--- src/rtl/counter_ctrl_pkg.sv ---
// rtl/counter_ctrl_pkg.sv - shared types, default widths and round-robin pick for the delay arbiter
package counter_ctrl_pkg;

   typedef enum logic [1:0] {IDLE, RUN, DONE} cnt_state_t;

   localparam int N_REQ_DEF = 4;
   localparam int CW_DEF    = 4;

   // Upper bound on requesters the pick function can scan
   localparam int MAX_REQ = 32;
   localparam int MAX_IW  = 5;

   typedef struct packed {
      logic              valid;
      logic [MAX_IW-1:0] idx;
   } pick_t;

   // First set request at or after ptr, wrapping modulo n
   function automatic pick_t rr_pick(input logic [MAX_REQ-1:0] req,
                                     input int unsigned ptr,
                                     input int unsigned n);
      pick_t       p;
      int unsigned j;
      p = '0;
      for (int unsigned i = 0; i < MAX_REQ; i++) begin
         if (i < n && !p.valid) begin
            j = ptr + i;
            if (j >= n) j = j - n;
            if (req[j[MAX_IW-1:0]]) begin
               p.valid = 1'b1;
               p.idx   = j[MAX_IW-1:0];
            end
         end
      end
      return p;
   endfunction

endpackage

--- src/rtl/tick_counter.sv ---
// rtl/tick_counter.sv - shared up-counter datapath with synchronous clear
module tick_counter
   import counter_ctrl_pkg::*;
#(
   parameter int CW = CW_DEF
) (
   input  logic          clk,
   input  logic          clr,
   input  logic          load0,
   input  logic          en,
   output logic [CW-1:0] q
);

   // Clear on reset or new grant, otherwise count when enabled
   always_ff @(posedge clk) begin
      if (clr || load0) q <= '0;
      else if (en)      q <= q + CW'(1);
   end

endmodule

--- src/rtl/counter_delay_arbiter.sv ---
// rtl/counter_delay_arbiter.sv - round-robin arbiter sharing one delay counter among requesters
module counter_delay_arbiter
   import counter_ctrl_pkg::*;
#(
   parameter int N_REQ = N_REQ_DEF,
   parameter int CW    = CW_DEF
) (
   input  logic                clk,
   input  logic                clr,
   input  logic [N_REQ-1:0]    req,
   input  logic [N_REQ*CW-1:0] delay,
   output logic [N_REQ-1:0]    gnt,
   output logic [N_REQ-1:0]    done,
   output logic                busy,
   output logic [CW-1:0]       cnt
);

   localparam int IW = (N_REQ > 1) ? $clog2(N_REQ) : 1;

   cnt_state_t       state, state_n;
   logic [IW-1:0]    idx, idx_n, rr_ptr, rr_ptr_n, win;
   logic [CW-1:0]    tgt, tgt_n;
   logic [N_REQ-1:0] gnt_n, done_n;
   logic             busy_n, load0, en, win_ok;
   pick_t            pick;

   function automatic logic [N_REQ-1:0] onehot(input logic [IW-1:0] i);
      logic [N_REQ-1:0] v;
      v    = '0;
      v[i] = 1'b1;
      return v;
   endfunction

   function automatic logic [IW-1:0] wrap_inc(input logic [IW-1:0] i);
      return (i == IW'(N_REQ - 1)) ? '0 : i + IW'(1);
   endfunction

   assign pick   = rr_pick(MAX_REQ'(req), 32'(rr_ptr), N_REQ);
   assign win_ok = pick.valid && ({1'b0, pick.idx} < 6'(N_REQ));
   assign win    = pick.idx[IW-1:0];

   tick_counter #(.CW(CW)) u_tick (
      .clk   (clk),
      .clr   (clr),
      .load0 (load0),
      .en    (en),
      .q     (cnt)
   );

   // Next state, registered-output values and counter controls
   always_comb begin
      state_n  = state;
      idx_n    = idx;
      tgt_n    = tgt;
      rr_ptr_n = rr_ptr;
      gnt_n    = '0;
      done_n   = '0;
      load0    = 1'b0;
      en       = 1'b0;
      case (state)
         IDLE: begin
            if (win_ok) begin
               state_n = RUN;
               idx_n   = win;
               tgt_n   = delay[int'(win)*CW +: CW];
               load0   = 1'b1;
               gnt_n   = onehot(win);
            end
         end
         RUN: begin
            // Abort takes precedence over reaching the target
            if (!req[idx]) begin
               state_n  = IDLE;
               rr_ptr_n = wrap_inc(idx);
            end else if (cnt == tgt) begin
               state_n = DONE;
               gnt_n   = onehot(idx);
               done_n  = onehot(idx);
            end else begin
               en    = 1'b1;
               gnt_n = onehot(idx);
            end
         end
         DONE: begin
            state_n  = IDLE;
            rr_ptr_n = wrap_inc(idx);
         end
         default: state_n = IDLE;
      endcase
      busy_n = (state_n != IDLE);
   end

   // State and output registers; clr drops any grant in flight
   always_ff @(posedge clk) begin
      if (clr) begin
         state  <= IDLE;
         idx    <= '0;
         tgt    <= '0;
         rr_ptr <= '0;
         gnt    <= '0;
         done   <= '0;
         busy   <= 1'b0;
      end else begin
         state  <= state_n;
         idx    <= idx_n;
         tgt    <= tgt_n;
         rr_ptr <= rr_ptr_n;
         gnt    <= gnt_n;
         done   <= done_n;
         busy   <= busy_n;
      end
   end

endmodule

--- config.mk ---
export PLATFORM = sky130hd
export DESIGN_NAME = counter_delay_arbiter
export DESIGN_NICKNAME = d
export VERILOG_FILES = /design/src/rtl/counter_ctrl_pkg.sv /design/src/rtl/tick_counter.sv /design/src/rtl/counter_delay_arbiter.sv
export SDC_FILE = /design/constraint.sdc
export NUM_CORES = 1
export LEC_CHECK = 0
export BUFFER_PORTS_ARGS = -buffer_cell sky130_fd_sc_hd__buf_2
export CORE_ASPECT_RATIO = 0.6
export CORE_MARGIN = 1.5
export CORE_UTILIZATION = 38
export DETAILED_ROUTE_END_ITERATION = 16
export PLACE_DENSITY = 0.59
export SLEW_MARGIN = 20
export SYNTH_ARGS = -nofsm -noshare
export SYNTH_HDL_FRONTEND = slang
export SYNTH_HIERARCHICAL = 1
export SYNTH_SLANG_ARGS = --single-unit
--- constraint.sdc ---
create_clock -name clk -period 7.95 [get_ports clk]
set_clock_uncertainty 0.05 [all_clocks]
set_input_delay 1.1925 -clock clk [delete_from_list [all_inputs] [get_ports clk]]
set_output_delay 1.1925 -clock clk [all_outputs]
set_load 0.01 [all_outputs]
Yosys cells after proc, flatten, opt, wreduce, memory -nomap -nowiden
Index checks and enable logic that the tools add are counted.
Operators by class
  div/mod/pow operators: 0
  bitwise operators: 3
  $lt $le $gt $ge: 13
  multiplexer cells: 43
  equal/unequal tests: 5
  shifts and indexed selects: 1
  reductions and logical operators: 10
  $add $sub $neg: 9
  multiply operators: 0
Operators with widths (number)
  $mux W6: 7
  $mux W5: 7
  $lt A5 B6 Y1 const B: 4
  $bmux W1 S5: 4
  $shiftx A16 B5 Y4: 1
  $mux W1: 12
  $sub A3 B3 Y4 const B: 3
  $mux W2: 5
  $ge A3 B3 Y1 const B: 3
  $mux W4: 2
  $pmux W2 S2: 2
  $pmux W4 S2: 1
  $add A2 B2 Y3 const B: 2
  $lt A2 B3 Y1 const B: 2
  $lt A5 B3 Y1 const B: 1
  $add A4 B1 Y4 const B: 1
  $demux W1 S2: 2
  $eq A2 B2 Y1 const B: 2
  $eq A4 B4 Y1: 1
  $ge A2 B1 Y1 const B: 2
  $reduce_and A2 Y1: 2
  $reduce_bool A2 Y1: 2
  $reduce_or A4 Y1: 1
  $sub A2 B3 Y4 const B: 1
  other kinds (10): 14
Storage, ports and cells
  input bits: 22
  memories: 0
  bits in latches: 0
  output and inout port bits: 13
  flip-flop bits (word level): 23
  RAM bits: 0
  memory bits (read-only): 0

Logic depth before layout (Yosys ltp)
Gate-level depths: netlist of run 1.
  word-level depth: 26
  gate-level depth with buffers: 10
  depth with buffers taken out: 8

Cells and area by module
Netlist of run 1, hierarchy kept.
Modules (own cells, without submodules)
  counter_delay_arbiter: cells an instance 143, instances 1, area an instance 1356.3 µm², seq. area each 380.4 µm²
  tick_counter: cells an instance 17, instances 1, area an instance 177.7 µm², seq. area each 80.1 µm²

Worst setup path after synthesis of run 1
Ideal clock, no wire load.
  path kind: input port to flip-flop
  from: input req[0]
  to: register u_tick.q[2]
  required time: 7.830 ns
  library setup time: 0.070 ns
  arrival: 2.677 ns
  path buffers: 1
  slack: 5.153 ns
  cell stages on the path: 7
  path through: buf_2 mux2_1 a221oi_2 o221a_4 nor2_1 or2_2 a21oi_1
Between the ends
  longest elaborated chain between the ends: 14
RTL lines
  start, declared: RTL line counter_delay_arbiter.sv:10  | input logic [N_REQ-1:0] req,
  $bmux W1 S5: RTL line counter_ctrl_pkg.sv:29  | if (req[j[MAX_IW-1:0]]) begin
  $mux W1 (implied by the code): RTL line counter_ctrl_pkg.sv:29
  $mux W6 (2 in a row): RTL line counter_ctrl_pkg.sv:29
  $mux W6: RTL line counter_ctrl_pkg.sv:26  | if (i < n && !p.valid) begin
  $mux W6: RTL line counter_ctrl_pkg.sv:29
  $mux W6: RTL line counter_ctrl_pkg.sv:26
  $mux W6: RTL line counter_ctrl_pkg.sv:29
  $mux W6 (*): RTL line counter_ctrl_pkg.sv:26
  $lt A5 B3 Y1: RTL line counter_delay_arbiter.sv:39  | assign win_ok = pick.valid && ({1'b0, pick.idx} < 6'(N_REQ));
  $logic_and A1 B1 Y1 (*): RTL line counter_delay_arbiter.sv:39
  $mux W1 (*): RTL line counter_delay_arbiter.sv:62  | if (win_ok) begin
  $mux W1 (*): RTL line counter_delay_arbiter.sv:60  | case (state)
  net load0: RTL line counter_delay_arbiter.sv:24  | logic busy_n, load0, en, win_ok;
  $logic_or A1 B1 Y1 (*): RTL line tick_counter.sv:16  | if (clr || load0) q <= '0;
  end signal, assigned: RTL line tick_counter.sv:17  | else if (en) q <= q + CW'(1);
  end, declared: RTL line tick_counter.sv:11  | output logic [CW-1:0] q
The timed path passes the listed nets; every way through them passes the cells marked *. The select of a mux whose other input is x is not followed.
A chain may end at the register's enable or synchronous reset.

Final worst setup path of run 1
  from: register rr_ptr[0]
  to: register tgt[0]
Between the ends
  longest elaborated chain between the ends: 15
RTL lines
  start, declared: RTL line counter_delay_arbiter.sv:21  | logic [IW-1:0] idx, idx_n, rr_ptr, rr_ptr_n, win;
  start signal, assigned: RTL line counter_delay_arbiter.sv:107  | rr_ptr <= rr_ptr_n;
  $add A2 B1 Y3: RTL line counter_ctrl_pkg.sv:27  | j = ptr + i;
  $sub A3 B3 Y4 / $ge A3 B3 Y1 (equally long branches): RTL line counter_ctrl_pkg.sv:28  | if (j >= n) j = j - n;
  $mux W5: RTL line counter_ctrl_pkg.sv:28
  $mux W5: RTL line counter_ctrl_pkg.sv:26
  $bmux W1 S5: RTL line counter_ctrl_pkg.sv:29
  $mux W1 (implied by the code): RTL line counter_ctrl_pkg.sv:29
  $mux W6: RTL line counter_ctrl_pkg.sv:29
  $mux W6: RTL line counter_ctrl_pkg.sv:26
  $mux W6: RTL line counter_ctrl_pkg.sv:29
  $mux W6: RTL line counter_ctrl_pkg.sv:26
  $mux W6: RTL line counter_ctrl_pkg.sv:29
  $mux W6 (*): RTL line counter_ctrl_pkg.sv:26
  $lt A5 B3 Y1: RTL line counter_delay_arbiter.sv:39
  $logic_and A1 B1 Y1: RTL line counter_delay_arbiter.sv:39
  $reduce_and A2 Y1 (no line)
  end signal, assigned: RTL line counter_delay_arbiter.sv:106  | tgt <= tgt_n;
  end, declared: RTL line counter_delay_arbiter.sv:22  | logic [CW-1:0] tgt, tgt_n;
Mark *: on every way between the ends. The rest lies on a longest branch, timed or not. The select of a mux whose other input is x is not followed.

==> results by group, run 1 <==
Yosys
  • Most common cell in the netlist: dfxtp_1
  • Asr flop ratio synth: 0%
  • Post-synth EDFFs: 0
  • Top cells by count, synth: dfxtp_1, mux2i_1, nor2_1
  • Synth top area cells: dfxtp_1, mux2i_1, ha_1
  • Ys flop type: dfxtp_1
  • #FFs+latches synth: 23
  • Syn Inst Count: 160
  • Post-Syn Area per Cell: 9.59 um^2
  • Post-synth cell types: 49
  • Synth top area share: 30.0%
  • Post-Syn Nets: 192
  • Mapped Area: 1530 um^2
  • Cell taking the most area after synthesis: dfxtp_1
  • YS warnings: 6
  • Seq/Total Area, Yosys: 30.0%

Routing
  • DR WL/cell: between 10 and 15 um
  • DRT antenna net count: 0
  • Final wirelength: approximately 3.5 mm
  • DRT Pass-1 Iters: 10
  • DR iter-0 viols: 94
  • Via count: 1357
  • Routed vias/inst: 5.70
  • DRC: 2

Clock tree
  • H-tree levels: 1
  • Hold_buf cts: 0
  • Skew-Pair Late Insertion Delay: 0.27 ns
  • Inserted Clock Buffers: 3
  • # clock sinks: 23
  • Maximum clock path buffer count: 2
  • Post-cts repair resize count: 0
  • Worst-path clk slew: 0.08 ns
  • Setup bufs post-CTS: 0
  • Root Driver: clkbuf_8
  • CTS tree: built

Worst setup path
  • Crit end category: register
  • Slowest CP cell: dfxtp_1
  • CP required: between 8 and 9 ns
  • Crit path max fanout: 17
  • Crit Path Category: reg2reg
  • Crit path DAT: 3.33 ns
  • CP cell instances: inv_1 -> ha_1 -> mux2_4 -> and2_1 -> a211o_1 -> nor3_1 -> a221oi_1
  • Slowest cell delay on critical path: 0.74 ns
  • CP Launch Type: register

Flow run
  • Max-Cap Viols: 0

Status
  • Status: complete, but fails checks
  • Failing checks: DRC

GRT
  • Initial antenna violation count: 0
  • Global route overflow: 0
  • Largest net degree at the start of global routing: 18
  • First-pass GRT wire length: 6.07 mm
  • Tot GR Track Use: 17.1%
  • Vias in the first global route: 1325

Place
  • HPWL after DPL: between 2 and 3 mm
  • DP Area: roughly 1700 um^2
  • Inst Count DP: approximately 230
  • Routability cong.: 0.831
  • I/O Buffers: 34

Timing
  • Fin crit share: 41.1%
  • TNS Setup: 0 ns
  • Fmax: 306 MHz
  • Worst slew margin: 53.4%
  • Final Hold Viols: 0
  • Fin crit period: ~3.3 ns
  • Endpoints failing setup: 0
  • Max-slew violations: 0
  • RSZ-0062 raised after global routing: no
  • Worst-margin pin slew: 0.699 ns

Floorplan
  • Horiz. Die Dim: 85.0 um
  • Cell row count: 17
  • Die Height: 52.2 um
  • Initial core utilization: 40.7%
  • I/O Pins: 35
  • Core area: 3760 um^2
  • Die area: 4440 um^2

Cells and area
  • NumNets Final: 224
  • Multi-input logic area: 1010 um^2
  • Fraction of layout cells with a size suffix above 1: 28.8%
  • Antenna cell count: 0
  • Storage cell area: 460 um^2
  • Synthesis-to-layout area growth: 15.3%
  • Layout Cell Area excl Fill: 1770 um^2
  • Fill count: about 370
  • Non-filler cells, final: around 240

Power
  • Power density cells: 247 nW/um^2
  • Total power: 437 uW
  • Leakage: 0.000724 uW
  • Worst VDD drop: 0.0000801 V

Min path
  • Hold Crit Class: reg2reg
power by group:
part           internal (uW)  switching (uW)  total [uW]
Combinational           91.3             113         204
Sequential               136            23.7         160
Clock                   35.0            38.1        73.1
Total                    262             175         437
worst max-delay path: cells and delay by family (launching register included):
family / cells / cell delay (ns)
compound gates: 2 / 0.51
fa+ha+maj: 1 / 0.56
buf+inv: 1 / 0.21
flops: 1 / 0.74
mux: 1 / 0.36
simple gates: 2 / 0.69
path summary, 6_finish.rpt:
path,start,end,slack [ns],depth (start not counted)
max,rr_ptr[0]$_SDFFE_PP0P_,tgt[0]$_SDFFE_PP0P_,4.68,7
min,idx[1]$_SDFFE_PP0P_,idx[1]$_SDFFE_PP0P_,0.52,2
max reg2reg,rr_ptr[0]$_SDFFE_PP0P_,tgt[0]$_SDFFE_PP0P_,4.68,7
min reg2reg,idx[1]$_SDFFE_PP0P_,idx[1]$_SDFFE_PP0P_,0.52,2
cell type report:
| cell class | count | share of cell area (%) |
|---|---|---|
| multi-input combinational | 125 | 57.4 |
| clock inverter | 1 | 0.283 |
| timing repair buffer | 34 | 9.62 |
| tap | 47 | 3.32 |
| sequential | 23 | 26.0 |
| inverter | 5 | 1.06 |
| clock buffer | 3 | 2.33 |
flip-flops by register name (all words and copies together) (netlist names):
signal	cells
done	4
gnt	4
tgt	4
u_tick/q	4
idx	2
rr_ptr	2
state	2
busy	1
cell families after synthesis:
family,Yosys count,synth area share [%]
simple gates,51,19.0
compound gates,37,19.3
flops,23,30.0
mux,22,16.1
buf+inv,12,4.57
fa+ha+maj,10,8.16
xor+xnor,5,2.85
stage by stage:
stage / hold slack (ns) / worst slack, ns / util (%)
after floorplan: 0.465 / 5.15 / -
after global placement: 0.500 / 4.85 / 45.5
after detailed placement: 0.501 / 4.59 / 45.5
after CTS: 0.513 / 4.55 / 46.7
after global routing: 0.578 / 4.47 / 47.0
final: 0.521 / 4.68 / 47.0
placed cells by master, fill, tap and decap left out, drive strengths merged, types with 2 or more instances in the layout:
cell type / synthesis / final
or2: 5 / 5
buf: 6 / 34
a21oi: 9 / 9
o31ai: 4 / 4
mux2i: 16 / 16
nand2b: 3 / 3
nand2: 5 / 5
mux2: 5 / 5
clkbuf: 1 / 3
a22oi: 2 / 2
dfxtp: 23 / 23
inv: 5 / 5
o21ai: 3 / 3
a211oi: 2 / 2
nor2: 12 / 12
ha: 10 / 10
a221oi: 5 / 5
or4: 2 / 2
xnor2: 5 / 5
nor3: 6 / 6
o32ai: 2 / 2
and2: 6 / 6
o22ai: 2 / 2
nand4: 4 / 4
per-layer routing:
layer | vias to the layer above | wire length, um | share of wire [%] | global-route usage, %
li1 | 660 | - | - | -
met1 | 647 | 1720 | 49 | 22.2
met2 | 48 | 1600 | 45 | 29.6
met3 | 2 | 202 | 5.7 | 4.09
met4 | 0 | 2 | 0.057 | 2.46
met5 | - | 0 | 0 | 0
No activity file was read; power rests on OpenSTA's default activity.
==> run 2, diff against run 1 <==
ABC_AREA = 1   (was default)
PLACE_DENSITY = 0.6   (was 0.59)
clock period = 2.65 ns   (was 7.95 ns; I/O delays follow)
==> run 2 against run 1 <==
The flow now finishes without violations. Global-route usage grew 0.37 points. Worst setup slack got worse by 4.2 ns. Wire length increased by 6.3%. Count of clock-buffer cells in the layout did not move. Synthesized cell count rose by 43%. Register-to-register slack got worse by 4.2 ns. Critical path type unchanged.
==> results by group, run 2 <==
Clock tree
  • Hold_buf cts: 0 (unchanged)
  • # clock sinks: 23 (unchanged)
  • Root Driver: clkbuf_8 (unchanged)
  • Inserted Clock Buffers: 3 (unchanged)
  • CTS tree: built (unchanged)
  • Skew-Pair Late Insertion Delay: 0.26 ns (was 0.27 ns)
  • H-tree levels: 1 (unchanged)
  • Worst-path clk slew: 0.08 ns (about the same)
  • Post-cts repair resize count: 0 (unchanged)
  • Setup bufs post-CTS: 0 (unchanged)
  • Maximum clock path buffer count: 2 (unchanged)

Floorplan
  • Cell row count: 18 (was 17)
  • Die area: 4790 um^2 (was 4440 um^2)
  • Initial core utilization: 40.1% (was 40.7%)
  • Die Height: 54.2 um (was 52.2 um)
  • I/O Pins: 35 (unchanged)
  • Horiz. Die Dim: 88.3 um (was 85.0 um)
  • Core area: 4140 um^2 (was 3760 um^2)

Power
  • Int Pwr: 1210 uW (was 262 uW)
  • Leakage: 0.00104 uW (was 0.000724 uW)
  • Switch Pwr: 1430 uW (was 175 uW)
  • Logic gate share of total power: 72.7% (was 46.7%)
  • Sw Ratio: 54.3% (was 40.0%)
  • Power density cells: 1340 nW/um^2 (was 247 nW/um^2)
  • Clock network power share: 8.1% (was 16.7%)
  • Worst VDD drop: 0.000477 V (was 0.0000801 V)
  • Seq pwr share: 19.2% (was 36.5%)

Min path
  • Hold Crit Class: in2reg (was reg2reg)
  • HP Start: clr (was idx[1]$_SDFFE_PP0P_)
  • Endpoint, Worst Hold: gnt[0]$_SDFF_PP0_ (was idx[1]$_SDFFE_PP0P_)
  • Hold depth: 2 (unchanged)

Yosys
  • Largest family of logic cells by synthesized area: simple AND/OR/NAND/NOR gates (was compound AO/OA/AOI/OAI gates)
  • Cell taking the most area after synthesis: dfxtp_1 (unchanged)
  • Post-synth EDFFs: 0 (unchanged)
  • Compound-gate portion of the synthesized area: 8.44% (was 19.3%)
  • Seq/Total Area, Yosys: 27.7% (was 30.0%)
  • Synth top area cells: dfxtp_1, nand2_1, nand3_1 (was dfxtp_1, mux2i_1, ha_1)
  • Post-Syn Nets: 260 (was 192)
  • Asr flop ratio synth: 0% (unchanged)
  • Post-synth cell types: 31 (was 49)
  • Most common cell in the netlist: nand2_1 (was dfxtp_1)
  • #FFs+latches synth: 23 (unchanged)
  • Ys flop type: dfxtp_1 (unchanged)
  • Synth top area share: 27.7% (was 30.0%)
  • Top cells by count, synth: nand2_1, inv_1, nand3_1 (was dfxtp_1, mux2i_1, nor2_1)
  • Xor/xnor cell area share of the yosys netlist: 1.58% (was 2.85%)
  • Mapped Area: 1660 um^2 (was 1530 um^2)
  • Simple-gate share of the synthesized area: 45.1% (was 19.0%)
  • Post-Syn Area per Cell: 7.28 um^2 (was 9.59 um^2)
  • Syn Inst Count: 228 (was 160)
  • YS warnings: 6 (unchanged)
  • Mux share of post-synthesis cell area: 0% (was 16.1%)
  • Adder-Cell Fraction of Synth Area: 7.54% (was 8.16%)

Status
  • Status: complete, no violations (was complete, but fails checks)

Place
  • I/O Buffers: 34 (unchanged)
  • Routability cong.: 0.828 (was 0.831)
  • HPWL after DPL: 3.03 mm (was 2.74 mm)
  • DP Area: 1920 um^2 (was 1710 um^2)

GRT
  • First-pass GRT wire length: 6.49 mm (was 6.07 mm)
  • Global route overflow: 0 (unchanged)
  • Tot GR Track Use: 17.4% (was 17.1%)
  • Largest net degree at the start of global routing: 15 (was 18)
  • Initial antenna violation count: 0 (unchanged)
  • Vias in the first global route: 1356 (was 1325)

Worst setup path
  • Slowest CP cell: dfxtp_1 (unchanged)
  • Crit Path Category: reg2reg (unchanged)
  • Worst-case reg-to-reg path depth: 13 (was 7)
  • Crit end category: register (unchanged)
  • Crit path DAT: 2.33 ns (was 3.33 ns)
  • Reg2Reg Capture Point: u_tick/q[1]$_SDFFE_PP0P_ (was tgt[0]$_SDFFE_PP0P_)
  • CP Launch Type: register (unchanged)
  • Reg-to-reg slack, setup: 0.46 ns (was 4.68 ns)
  • R2R Path Start: rr_ptr[0]$_SDFFE_PP0P_ (unchanged)
  • Crit path max fanout: 13 (was 17)
  • CP required: 2.80 ns (was 8.02 ns)
  • CP cell instances: inv_4 -> ha_1 -> inv_1 -> nand3_2 -> nand3_4 -> nand2_4 -> nor2_8 -> nand2_4 -> nand3_4 -> inv_4 -> nor2_1 -> o21ai_0 -> a21oi_1 (was inv_1 -> ha_1 -> mux2_4 -> and2_1 -> a211o_1 -> nor3_1 -> a221oi_1)
  • Slowest cell delay on critical path: 0.38 ns (was 0.74 ns)

Timing
  • Worst slew margin: 74.0% (was 53.4%)
  • Fin crit period: 2.19 ns (was 3.27 ns)
  • Worst-margin pin slew: 0.386 ns (was 0.699 ns)
  • Fmax: 458 MHz (was 306 MHz)
  • Max-slew violations: 0 (unchanged)
  • Endpoints failing setup: 0 (unchanged)
  • TNS Setup: 0 ns (unchanged)
  • Final Hold Viols: 0 (unchanged)
  • RSZ-0062 raised after global routing: no (unchanged)
  • Fin crit share: 82.5% (was 41.1%)

Routing
  • DRT antenna net count: 0 (unchanged)
  • DRT Pass-1 Iters: 4 (was 10)
  • Met1 WL: 2.01 mm (was 1.72 mm)
  • Routed vias/inst: 4.85 (was 5.70)
  • DR WL/cell: 11.4 um (was 14.8 um)
  • DR iter-0 viols: 83 (was 94)
  • Final wirelength: 3.75 mm (was 3.53 mm)
  • Met2 wire length: 1.43 mm (was 1.60 mm)
  • Via count: 1595 (was 1357)
  • DRC: 0 (was 2)
  • Top sig layer: met3 (was met4)
  • Met3 wire length: 310 um (was 202 um)

Cells and area
  • Highest-count cells in the layout ignoring fill and taps: nand2_1, buf_2, inv_1 (was buf_2, dfxtp_1, mux2i_1)
  • Most common cell after layout, fill and taps aside: nand2_1 (was buf_2)
  • Antenna cell count: 0 (unchanged)
  • Fraction of layout cells with a size suffix above 1: 29.0% (was 28.8%)
  • Layout Cell Area excl Fill: 1970 um^2 (was 1770 um^2)
  • NumNets Final: 302 (was 224)
  • Synthesis-to-layout area growth: 18.6% (was 15.3%)

Flow run
  • Max-Cap Viols: 0 (unchanged)
-- run 2: metal layers --
layer,up-vias,track usage (%)
met4,0,0.781
met5,-,0
met2,57,25.2
met1,719,27.1
li1,819,-
met3,0,3.99
-- run 2: how the worst max path moves through the flow --
| stage | startpoint | to | slack (ns) | cells after the start |
|---|---|---|---|---|
| final | rr_ptr[0]$_SDFFE_PP0P_ | u_tick/q[1]$_SDFFE_PP0P_ | 0.46 | 13 |
| after global routing | rr_ptr[0]$_SDFFE_PP0P_ | u_tick/q[1]$_SDFFE_PP0P_ | 0.26 | 13 |
| after CTS | rr_ptr[0]$_SDFFE_PP0P_ | u_tick/q[1]$_SDFFE_PP0P_ | 0.48 | 13 |
| after detailed placement | rr_ptr[0]$_SDFFE_PP0P_ | u_tick/q[1]$_SDFFE_PP0P_ | 0.51 | 13 |
| after global placement | rr_ptr[0]$_SDFFE_PP0P_ | u_tick/q[1]$_SDFFE_PP0P_ | 0.59 | 13 |
| after floorplan | rr_ptr[0]$_SDFFE_PP0P_ | u_tick/q[1]$_SDFFE_PP0P_ | 0.34 | 14 |
-- run 2: cell families (layout without fill, tap and decap cells) --
| group | count (synthesis) | count (layout) |
|---|---|---|
| xor+xnor | 3 | 3 |
| fa+ha+maj | 10 | 10 |
| buf+inv | 37 | 78 |
| compound gates | 24 | 24 |
| simple gates | 131 | 131 |
| flops | 23 | 23 |
-- run 2: area by class of cell --
class | count | area [um^2]
fill | 462 | 2170
multi-input combinational | 168 | 1040
sequential | 23 | 460
timing repair buffer | 39 | 208
inverter | 35 | 139
tap | 60 | 75.1
clock buffer | 3 | 41.3
clock inverter | 1 | 5.00
-- run 2: metrics by stage --
stage               total power (uW)  instances  utilization, %  hold slack, ns  worst slack, ns
finish                          2640        329            47.5           0.437            0.465
global route                    2940        329            47.5           0.475            0.262
CTS                             2650        329            47.5           0.434            0.481
detailed placement              2420        325            46.4           0.472            0.506
global placement                2400        325            46.4           0.472            0.595
floorplan                       2040        228               -           0.484            0.337
-- run 2: critical path, delay by kind of cell, from the launching register on --
kind / cells / cell delay, ns
AOI/OAI and AO/OA: 2 / 0.24
adders and majority gates: 1 / 0.37
buffers and inverters: 3 / 0.26
DFF: 1 / 0.38
and+or+nand+nor: 7 / 0.82
-- run 2: power groups by stage --
stage / logic (uW) / registers [uW] / clock network [uW]
after global routing: 2190 / 521 / 234
after CTS: 1920 / 508 / 224
after detailed placement: 1910 / 517 / 0
final: 1920 / 507 / 213
after floorplan: 1490 / 544 / 0
after global placement: 1890 / 515 / 0
==> run 3, diff against run 2 <==
PLACE_DENSITY = 0.58   (was 0.6)
clock period = 2.3 ns   (was 2.65 ns; I/O delays follow)
==> run 3 against run 2 <==
Count of clock-buffer cells in the layout unchanged. Cell area up 0.44%. Utilization up 0.21 points. Register-to-register slack worse by 0.22 ns. Worst setup slack worse by 0.22 ns. First-iteration DRC count down 42%. Power up 16%. Hold slack worse by 0.047 ns. Sequential share of layout area about the same.
==> results by group, run 3 (synthesis results as in run 2) <==
Status
  • Status: complete, no violations (unchanged)

Floorplan
  • Cell row count: 18 (unchanged)
  • Initial core utilization: 40.1% (unchanged)
  • I/O Pins: 35 (unchanged)
  • Die area: 4790 um^2 (unchanged)
  • Horiz. Die Dim: 88.3 um (unchanged)
  • Die Height: 54.2 um (unchanged)
  • Core area: 4140 um^2 (unchanged)

Timing
  • Worst-margin pin slew: 0.402 ns (was 0.386 ns)
  • Max-slew violations: 0 (unchanged)
  • Final Hold Viols: 0 (unchanged)
  • Hold slack: 0.390 ns (was 0.437 ns)
  • Fin crit share: 89.2% (was 82.5%)
  • RSZ-0062 raised after global routing: no (unchanged)
  • Fmax: 487 MHz (was 458 MHz)
  • Fin crit period: 2.05 ns (was 2.19 ns)
  • TNS Setup: 0 ns (unchanged)
  • Endpoints failing setup: 0 (unchanged)
  • Worst slew margin: 72.9% (was 74.0%)

Routing
  • DRT Pass-1 Iters: 4 (unchanged)
  • Final wirelength: 3.66 mm (was 3.75 mm)
  • DR WL/cell: 11.2 um (was 11.4 um)
  • Routed vias/inst: 4.62 (was 4.85)
  • DR iter-0 viols: 48 (was 83)
  • DRC: 0 (unchanged)
  • Via count: 1515 (was 1595)
  • DRT antenna net count: 0 (unchanged)

Clock tree
  • Root Driver: clkbuf_8 (unchanged)
  • # clock sinks: 23 (unchanged)
  • CTS tree: built (unchanged)
  • Maximum clock path buffer count: 2 (unchanged)
  • Inserted Clock Buffers: 3 (unchanged)
  • H-tree levels: 1 (unchanged)
  • Worst-path clk slew: 0.08 ns (about the same)
  • Hold_buf cts: 0 (unchanged)
  • Skew-Pair Late Insertion Delay: 0.26 ns (about the same)

Cells and area
  • Fill count: 431 (was 462)
  • Highest-count cells in the layout ignoring fill and taps: nand2_1, buf_2, inv_1 (unchanged)
  • Multi-input logic area: 1060 um^2 (was 1040 um^2)
  • Synthesis-to-layout area growth: 19.1% (was 18.6%)
  • Fraction of layout cells with a size suffix above 1: 29.9% (was 29.0%)
  • NumNets Final: 301 (was 302)
  • Most common cell after layout, fill and taps aside: nand2_1 (unchanged)
  • Storage cell area: 462 um^2 (was 460 um^2)
  • Antenna cell count: 0 (unchanged)

Flow run
  • Max-Cap Viols: 0 (unchanged)

Min path
  • Hold depth: 2 (unchanged)
  • Hold Crit Class: in2reg (unchanged)

Worst setup path
  • CP required: 2.44 ns (was 2.80 ns)
  • Crit path max fanout: 13 (unchanged)
  • Slowest cell delay on critical path: 0.32 ns (was 0.38 ns)
  • CP Launch Type: register (unchanged)
  • Crit path DAT: 2.20 ns (was 2.33 ns)
  • CP cell instances: inv_1 -> ha_4 -> inv_1 -> nand3_2 -> nand3_4 -> nand2_4 -> nor2_8 -> nand2_4 -> nand3_4 -> inv_4 -> nor2_2 -> o21ai_0 -> a21oi_1 (was inv_4 -> ha_1 -> inv_1 -> nand3_2 -> nand3_4 -> nand2_4 -> nor2_8 -> nand2_4 -> nand3_4 -> inv_4 -> nor2_1 -> o21ai_0 -> a21oi_1)
  • Slowest CP cell: dfxtp_1 (unchanged)
  • Crit Path Category: reg2reg (unchanged)
  • Worst-case reg-to-reg path depth: 13 (unchanged)
  • Crit end category: register (unchanged)

GRT
  • Largest net degree at the start of global routing: 15 (unchanged)
  • First-pass GRT wire length: 6.32 mm (was 6.49 mm)
  • Initial antenna violation count: 0 (unchanged)
  • Vias in the first global route: 1337 (was 1356)
  • Tot GR Track Use: 17.3% (was 17.4%)
  • Global route overflow: 0 (unchanged)

Power
  • Leakage: 0.00104 uW (about the same)
  • Power density cells: 1550 nW/um^2 (was 1340 nW/um^2)
  • Worst VDD drop: 0.000570 V (was 0.000477 V)

Place
  • I/O Buffers: 34 (unchanged)
  • HPWL after DPL: 2.96 mm (was 3.03 mm)
  • Routability cong.: 0.844 (was 0.828)
run 3: cell count changes in the layout (fill, tap and decap cells not counted), sizes merged:
cell / change
buf: -1
run 3: report_power, final:
group          switching, uW  internal [uW]  leakage, uW  total [uW]
combinational           1450            772     0.000824        2230
sequential              76.4            512     0.000189         589
clock                    124            121    0.0000255         245
run 3: metal layers:
layer | up-vias | wire length, um | GRT usage (%)
li1 | 820 | - | -
met1 | 653 | 2080 | 26.2
met2 | 42 | 1360 | 23.9
met3 | 0 | 211 | 5.52
met4 | 0 | 0 | 2.34
met5 | - | 0 | 0
run 3: worst max-delay path, delay by kind of cell, from the launching register on:
family	cells	cell delay [ns]
adders and majority gates	1	0.25
DFF	1	0.32
buffers and inverters	3	0.35
AOI/OAI and AO/OA	2	0.23
and+or+nand+nor	7	0.78
run 3: cell type report:
| type | count | area share (%) |
|---|---|---|
| multi-input cells | 168 | 53.4 |
| flip-flops and latches | 23 | 23.3 |
| repair buffers | 38 | 10.1 |
| inverters | 35 | 7.02 |
| well taps | 60 | 3.80 |
| clock buffers | 3 | 2.09 |
| clock inverters | 1 | 0.253 |
run 3: final timing paths:
check                                           endpoint                startpoint  slack [ns]
worst min-delay path                   gnt[0]$_SDFF_PP0_                       clr        0.39
worst min register to register  u_tick/q[3]$_SDFFE_PP0P_  u_tick/q[3]$_SDFFE_PP0P_        0.49
worst max-delay path            u_tick/q[1]$_SDFFE_PP0P_    rr_ptr[1]$_SDFFE_PP0P_        0.25
worst max register to register  u_tick/q[1]$_SDFFE_PP0P_    rr_ptr[1]$_SDFFE_PP0P_        0.25
run 3: metrics by stage:
step                setup slack, ns  cell area, um^2  total power (uW)  instances  util (%)
floorplan                    0.0737             1660              2350        228         -
global placement              0.213             1920              2770        324      46.3
detailed placement            0.139             1920              2780        324      46.3
CTS                           0.101             1960              3040        328      47.4
global route                 0.0289             1980              3420        328      47.7
finish                        0.248             1980              3060        328      47.7
run 3: what timing repair did:
action                     CTS  global route
setup endpoints to repair    0            10
gates resized for setup      0             3
buffers inserted             0             0
